[config.mk]
export PLATFORM = sky130hd
export DESIGN_NAME = adder_tree_sched
export DESIGN_NICKNAME = d
export VERILOG_FILES = /design/src/rtl/adder_tree_sched.sv
export SDC_FILE = /design/constraint.sdc
export NUM_CORES = 1
export LEC_CHECK = 0
export ABC_AREA = 1
export CORE_AREA = 2 2 146 148
export CTS_BUF_LIST = sky130_fd_sc_hd__clkbuf_16
export DETAILED_ROUTE_END_ITERATION = 16
export DIE_AREA = 0 0 148 150
export GPL_ROUTABILITY_DRIVEN = 0
export MAX_ROUTING_LAYER = met4
export SYNTH_ARGS = -nofsm -noshare
export SYNTH_HDL_FRONTEND = slang
export SYNTH_SLANG_ARGS = --single-unit
[constraint.sdc]
create_clock -name clk -period 3.43 [get_ports clk]
set_clock_uncertainty 0.2 [all_clocks]
set_input_delay 0.8575 -clock clk [delete_from_list [all_inputs] [get_ports clk]]
set_output_delay 0.8575 -clock clk [all_outputs]
set_load 0.01 [all_outputs]
[src/rtl/adder_tree_sched.sv]
// adder_tree_sched: round-robin scheduler that shares one pipelined adder tree
// among NUM_REQ requesters and accumulates the tree outputs into one result per job.
module adder_tree_sched #(
    parameter  int NUM_REQ  = 4,
    parameter  int NUM_IN   = 8,
    parameter  int DW_DATA  = 8,
    parameter  int TREE_LAT = 3,
    parameter  int DW_ACC   = 16,
    parameter  int DW_CNT   = 8,
    localparam int IDW      = $clog2(NUM_REQ),
    localparam int BW       = NUM_IN * DW_DATA
) (
    input  logic                  clk,
    input  logic                  rst,
    input  logic [NUM_REQ-1:0]    req_valid,
    input  logic [NUM_REQ-1:0]    req_last,
    input  logic [NUM_REQ*BW-1:0] req_data,
    output logic [NUM_REQ-1:0]    req_ready,
    output logic [BW-1:0]         tree_in,
    input  logic [DW_DATA-1:0]    tree_out,
    output logic                  res_valid,
    input  logic                  res_ready,
    output logic [DW_ACC-1:0]     res_data,
    output logic [IDW-1:0]        res_id,
    output logic [DW_CNT-1:0]     res_beats,
    output logic                  busy,
    output logic [1:0]            dbg_state
);

    // Handshakes: a beat (req_*) or result (res_*) transfers at a rising clk edge
    // where valid and ready are both high; valid never waits on ready.

    typedef enum logic [1:0] {
        IDLE  = 2'd0,
        ISSUE = 2'd1,
        DRAIN = 2'd2,
        OUT   = 2'd3
    } state_t;

    localparam logic [DW_CNT-1:0] CNT_MAX = {DW_CNT{1'b1}};

    state_t              state, state_n;
    logic [IDW-1:0]      rr_ptr;
    logic [IDW-1:0]      grant;
    logic [IDW-1:0]      pick;
    logic [IDW-1:0]      idx;
    logic                found;
    logic [DW_ACC-1:0]   acc;
    logic [DW_CNT-1:0]   cnt;
    logic [TREE_LAT-1:0] vpipe;
    logic [TREE_LAT-1:0] lastpipe;
    logic                fire;
    logic                fire_last;
    logic                retire;
    logic                retire_last;
    logic                res_fire;

    // First valid requester at or after rr_ptr, wrapping around.
    always_comb begin
        pick  = rr_ptr;
        found = 1'b0;
        idx   = '0;
        for (int i = 0; i < NUM_REQ; i++) begin
            idx = rr_ptr + IDW'(i);
            if (!found && req_valid[idx]) begin
                found = 1'b1;
                pick  = idx;
            end
        end
    end

    assign fire        = (state == ISSUE) && req_valid[grant];
    assign fire_last   = fire && req_last[grant];
    assign retire      = vpipe[TREE_LAT-1];
    assign retire_last = retire && lastpipe[TREE_LAT-1];
    assign res_fire    = (state == OUT) && res_ready;

    always_comb begin
        req_ready = '0;
        tree_in   = '0;
        if (state == ISSUE) begin
            req_ready[grant] = 1'b1;
        end
        if (fire) begin
            tree_in = req_data[int'(grant)*BW +: BW];
        end
    end

    always_comb begin
        state_n = state;
        case (state)
            IDLE:    if (|req_valid) state_n = ISSUE;
            ISSUE:   if (fire_last) state_n = DRAIN;
            DRAIN:   state_n = DRAIN;
            OUT:     if (res_ready) state_n = IDLE;
            default: state_n = IDLE;
        endcase
        // The last beat leaving the tree closes the job from either active state.
        if ((state == ISSUE || state == DRAIN) && retire_last) begin
            state_n = OUT;
        end
    end

    always_ff @(posedge clk) begin
        if (rst) begin
            state    <= IDLE;
            rr_ptr   <= '0;
            grant    <= '0;
            acc      <= '0;
            cnt      <= '0;
            vpipe    <= '0;
            lastpipe <= '0;
        end else begin
            state    <= state_n;
            vpipe    <= (vpipe << 1) | TREE_LAT'(fire);
            lastpipe <= (lastpipe << 1) | TREE_LAT'(fire_last);
            if (state == IDLE && (|req_valid)) begin
                grant <= pick;
            end
            if (res_fire) begin
                acc    <= '0;
                cnt    <= '0;
                rr_ptr <= grant + IDW'(1);
            end else begin
                if (retire) begin
                    acc <= acc + DW_ACC'(tree_out);
                end
                if (fire && cnt != CNT_MAX) begin
                    cnt <= cnt + DW_CNT'(1);
                end
            end
        end
    end

    // Accumulator, counter and grant are frozen in OUT, so they serve as the result registers.
    assign res_valid = (state == OUT);
    assign res_data  = acc;
    assign res_beats = cnt;
    assign res_id    = grant;
    assign busy      = (state != IDLE);
    assign dbg_state = state;

endmodule

; Word level (Yosys, flattened, before mapping)
; Cells that the tools add are included.
[totals]
regBits = 36
inputBits = 275
wordCells = 76
[classes]
add_sub_neg = 6
magnitude_cmp = 6
eq_ne = 7
shift = 1
n_mux = 27
n_bitwise = 2
reduce_logical = 20
[ops]
columns = cell, n
row1 = $shiftx A256 B9 Y64, 1
row2 = $mux W64, 1
row3 = $add A16 B8 Y16, 1
row4 = $lt A2 B3 Y1 const B, 5
row5 = $mux W2, 7
row6 = $bmux W1 S2, 6
row7 = $logic_and A1 B1 Y1, 11
row8 = $mux W1, 10
row9 = $add A8 B1 Y8 const B, 1
row10 = $ne A8 B8 Y1 const B, 1
row11 = $pmux W2 S4, 1
row12 = $or A3 B1 Y3, 2
row13 = $add A2 B1 Y2 const B, 2
row14 = $add A2 B2 Y2 const B, 2
row15 = $eq A2 B2 Y1 const B, 2
row16 = $mux W4, 1
row17 = $reduce_or A4 Y1, 1
row18 = $logic_not A1 Y1, 3
row19 = $ne A3 B1 Y1 const B, 1
row20 = $ne A3 B2 Y1 const B, 1
row21 = $ne A3 B3 Y1 const B, 1
row22 = $reduce_and A3 Y1, 1
row23 = $demux W1 S2, 1
row24 = $eq A2 B1 Y1 const B, 1
row25 = 5 further kinds, 5

; Depth between registers and ports, before layout
[depth]
depth_word = 12
ltp_mapped = 13

; Least setup slack after synthesis
; Ideal clock, no wire load.
[synth_path]
kind = input to output
from = input req_valid[0]
to = output tree_in[10]
t_arrival_ns = 1.727
t_required_ns = 2.372
path_slack_ns = 0.646
stages = 8
path_buffers = 2
path_cell_list = inv_1 nand2_1 nand3_1 o21ai_2 nand2_1 buf_2 buf_2 a21oi_1
[synth_via]
elab_chain_len = 4
[synth_lines]
columns = element, line
row1 = start: declaration, 15  ; input logic [NUM_REQ-1:0] req_valid,
row2 = $bmux W1 S2, 72  ; assign fire = (state == ISSUE) && req_valid[grant];
row3 = $mux W1 (implied by the code), 72
row4 = $logic_and A1 B1 Y1, 72
row5 = $mux W64, 84  ; if (fire) begin
row6 = end: declaration, 19  ; output logic [BW-1:0] tree_in,
; Every way passes these cells. The select of a mux whose other input is x is not followed.

; Worst setup path after layout
[layout_path]
from = input req_valid[1]
to = output tree_in[3]
; Same word-level chain as after synthesis.

==> results.yml <==
run_status:
  outcome: "finished, final reports clean"
clocking:
  cts_made_buffers: 5
  cts.sinks: 36
  cts_buffer_depth: 2
  root_buffer: "clkbuf_16"
  post_cts_buffers: 0
  htreeDepth: 2
  cts_tree: "built"
  clkTransAtPathRegs_ns: 0.06
  insertion_delay_ns: 0.27
cells_and_area:
  nets: 1500
  drive_above_1_share_pct: 10.67
  seqCellArea_um2: 725.7
  finalNonFillerCells: 1490
  fillers: 2232
  final_area_um2: 8541
  area.growth.synth_to_final_pct: 88.30
  multi_input_area_um2: 3354
setup_path:
  path_cells: "clkdlybuf4s50_1 > inv_2 > nand2_1 > nand3_1 > o21ai_2 > nand2_2 > buf_6 > a21oi_1 > clkdlybuf4s15_1"
  path_class: "input port to primary output"
  cp_max_fo: 24
  cp_data_arrival_time_ns: 2.28
  crit_buf_inv: 4
  crit_required_ns: 2.37
  r2r_start: "vpipe[2]$_SDFF_PP0_"
  endpoint_kind: "primary output"
  crit_family: "buffers and inverters"
  cpPeakStageDelay_ns: 0.49
  slowest_stage: "clkdlybuf4s50_1"
  crit_start: "req_valid[1]"
  startpoint_type: "input port"
global_routing:
  grt_max_degree: 52
  grt_overflow: 0
  grt.total_usage_pct: 21.94
  grt_pass1_wl_um: 36780
  antenna_found_initial: 6
  grt_pass1_vias: 6395
synthesis:
  synth.distinct_cells: 40
  yosys_warnings: 0
  synth_area_per_cell_um2: 5.305
  synthesis.area_um2: 4536
  synth_nets: 1147
  synth-seq-cells: 36
  synthCells: 855
  yosysSeqAreaShare_pct: 15.89
floorplanning:
  core_um2: 20690
  fp.dieW_um: 148
  num_rows: 53
  start_util_pct: 21.92
  ios: 373
  die_area_um2: 22200
  die_y_um: 150
drt:
  drt_iter0_markers: 249
  drc: 0
  via_per_inst: 4.589
  totalWireLength_um: 25940
  vias: 6838
  drtPass1Iterations: 4
  wire_per_inst_um: 17.41
  ant_nets: 0
placed_design:
  io_buffer_count: 372
  dp_cells: 1476
  dp_hpwl_um: 20740
  post_dp_cell_area_um2: 8652
min_path:
  worstHoldStart: "vpipe[0]$_SDFF_PP0_"
  hold_path_class: "register to register"
power:
  powerDensity_nw_per_um2: 410.3
  p_leak_nw: 3.655
  peakVddDrop_mv: 0.2089
flow_run:
  drv_cap: 0
timing:
  max_freq_mhz: 299.8
  setup_tns_ns: 0
  slew_headroom_pct: 52.24
  worst_pin_slew_ns: 0.7154
  fin_crit_sh_pct: 97.25
  rsz0062_at_grt: "false"
  slew_viol_final: 0
  min_period_ns: 3.336
  hold_viol_final: 0
  setup_violations: 0
power breakdown:
| part | switching (W) | internal [W] |
|---|---|---|
| logic | 0.00150 | 0.00107 |
| clock network | 0.000168 | 0.000261 |
| registers | 0.0000473 | 0.000459 |
cell usage in the layout, fill, tap and decap left out, types with 2 or more instances in the layout:
cell type / count
clkdlybuf4s50_1: 308
nor2_1: 297
o21ai_0: 135
nand2_1: 89
a21oi_1: 85
clkbuf_2: 54
inv_1: 43
dfxtp_1: 34
nand3_1: 33
buf_4: 23
ha_1: 16
nand2_2: 15
clkdlybuf4s15_1: 9
inv_2: 7
buf_12: 7
diode_2: 6
o21ai_1: 5
clkbuf_16: 5
xor2_1: 4
nand4_1: 3
o211ai_2: 3
o21bai_1: 2
a31oi_1: 2
xnor2_1: 2
a211oi_1: 2
nor2_2: 2
nor3_2: 2
o21a_1: 2
clkinv_1: 2
cell usage after synthesis:
master	number	area, µm²
buf_2	23	115.1
o21ai_2	1	8.760
or2_2	1	6.260
nor3_2	2	20.02
nor2_2	2	12.51
nand3_1	33	165.2
buf_1	11	41.29
inv_6	1	8.760
clkinv_2	1	5.000
nor3b_1	1	7.510
a31oi_2	1	12.51
buf_6	3	33.78
nand2_2	14	87.58
nor3_1	1	5.000
inv_2	7	26.28
o21a_1	2	15.01
o21ai_1	5	25.02
nand4_2	1	12.51
buf_4	2	15.01
and3_1	1	6.260
nand2_4	1	11.26
nand2_1	90	337.8
o211ai_2	3	37.54
a211oi_1	2	15.01
o211ai_1	1	7.510
nor2_1	297	1115
nand4_1	3	18.77
o21ai_0	135	675.7
a21oi_1	86	430.4
dfxtp_1	36	720.7
xor2_1	4	35.03
a31oi_1	2	12.51
o21bai_1	2	15.01
fa_1	1	20.02
xnor2_1	2	17.52
ha_1	16	200.2
clkbuf_1	17	63.81
inv_1	42	157.7
a21o_1	1	7.510
a21boi_0	1	7.510
final cells by class:
cell class              instances  share of cell area, %
diodes                          6                 0.1758
clock buffers                   5                  1.465
clock inverters                 3                 0.1318
inverters                      51                  2.315
multi-input cells             712                  39.28
flip-flops and latches         36                  8.497
well taps                     275                  4.029
repair buffers                402                  44.11
worst min-delay path: stages (launching register included):
cell	delay (ns)
dfxtp_1	0.29
inv_1	0.04
nor2_1	0.03
metal layers:
metal	routed length (µm)	vias to the layer above	share of wire, %	track usage (%)
met2	12230	266	47	36.34
met3	2104	64	8.1	5.732
met5	0	-	0	-
li1	-	3487	-	-
met4	1175	0	4.5	10.05
met1	10420	3021	40	24.88
registers in the layout (all words and copies together) (netlist names):
name and flops:
rr_ptr 2, res_id 2, vpipe 3, lastpipe 3, res_data 16, dbg_state 2, res_beats 8
kinds of logic after synthesis:
logic type	synth area share (%)
AOI/OAI and AO/OA	28.00
xor gates and xnor gates	1.159
and+or+nand+nor	39.81
adders and majority gates	4.855
buffers and inverters	10.29
DFF	15.89
per-stage QoR:
step	setup WS (ns)	utilization, %	total power (W)	hold WS [ns]
after global routing	0.0006559	41.28	0.003817	0.2079
final	0.09447	41.28	0.003504	0.1993
after detailed placement	-0.2674	41.82	0.003224	0.1975
after floorplan	0.6457	-	0.001900	0.1883
after CTS	0.005177	42.11	0.003557	0.2022
after global placement	-0.2550	41.82	0.003233	0.1892
repair_timing:
item / 4_1_cts / 5_1_grt
endpoints found under the setup margin: 64 / 64
hold buffers: 0 / 0
resized for setup: 64 / 118
path summary, 6_finish.rpt:
kind | end | slack (ns) | depth (start not counted)
setup / recovery | tree_in[3] | 0.09 | 9
hold / removal | vpipe[1]$_SDFF_PP0_ | 0.20 | 2
setup reg to reg | res_data[14]$_SDFFE_PP0P_ | 1.22 | 7
hold reg to reg | vpipe[1]$_SDFF_PP0_ | 0.20 | 2
Note: power is estimated with default switching activity, not from simulation.
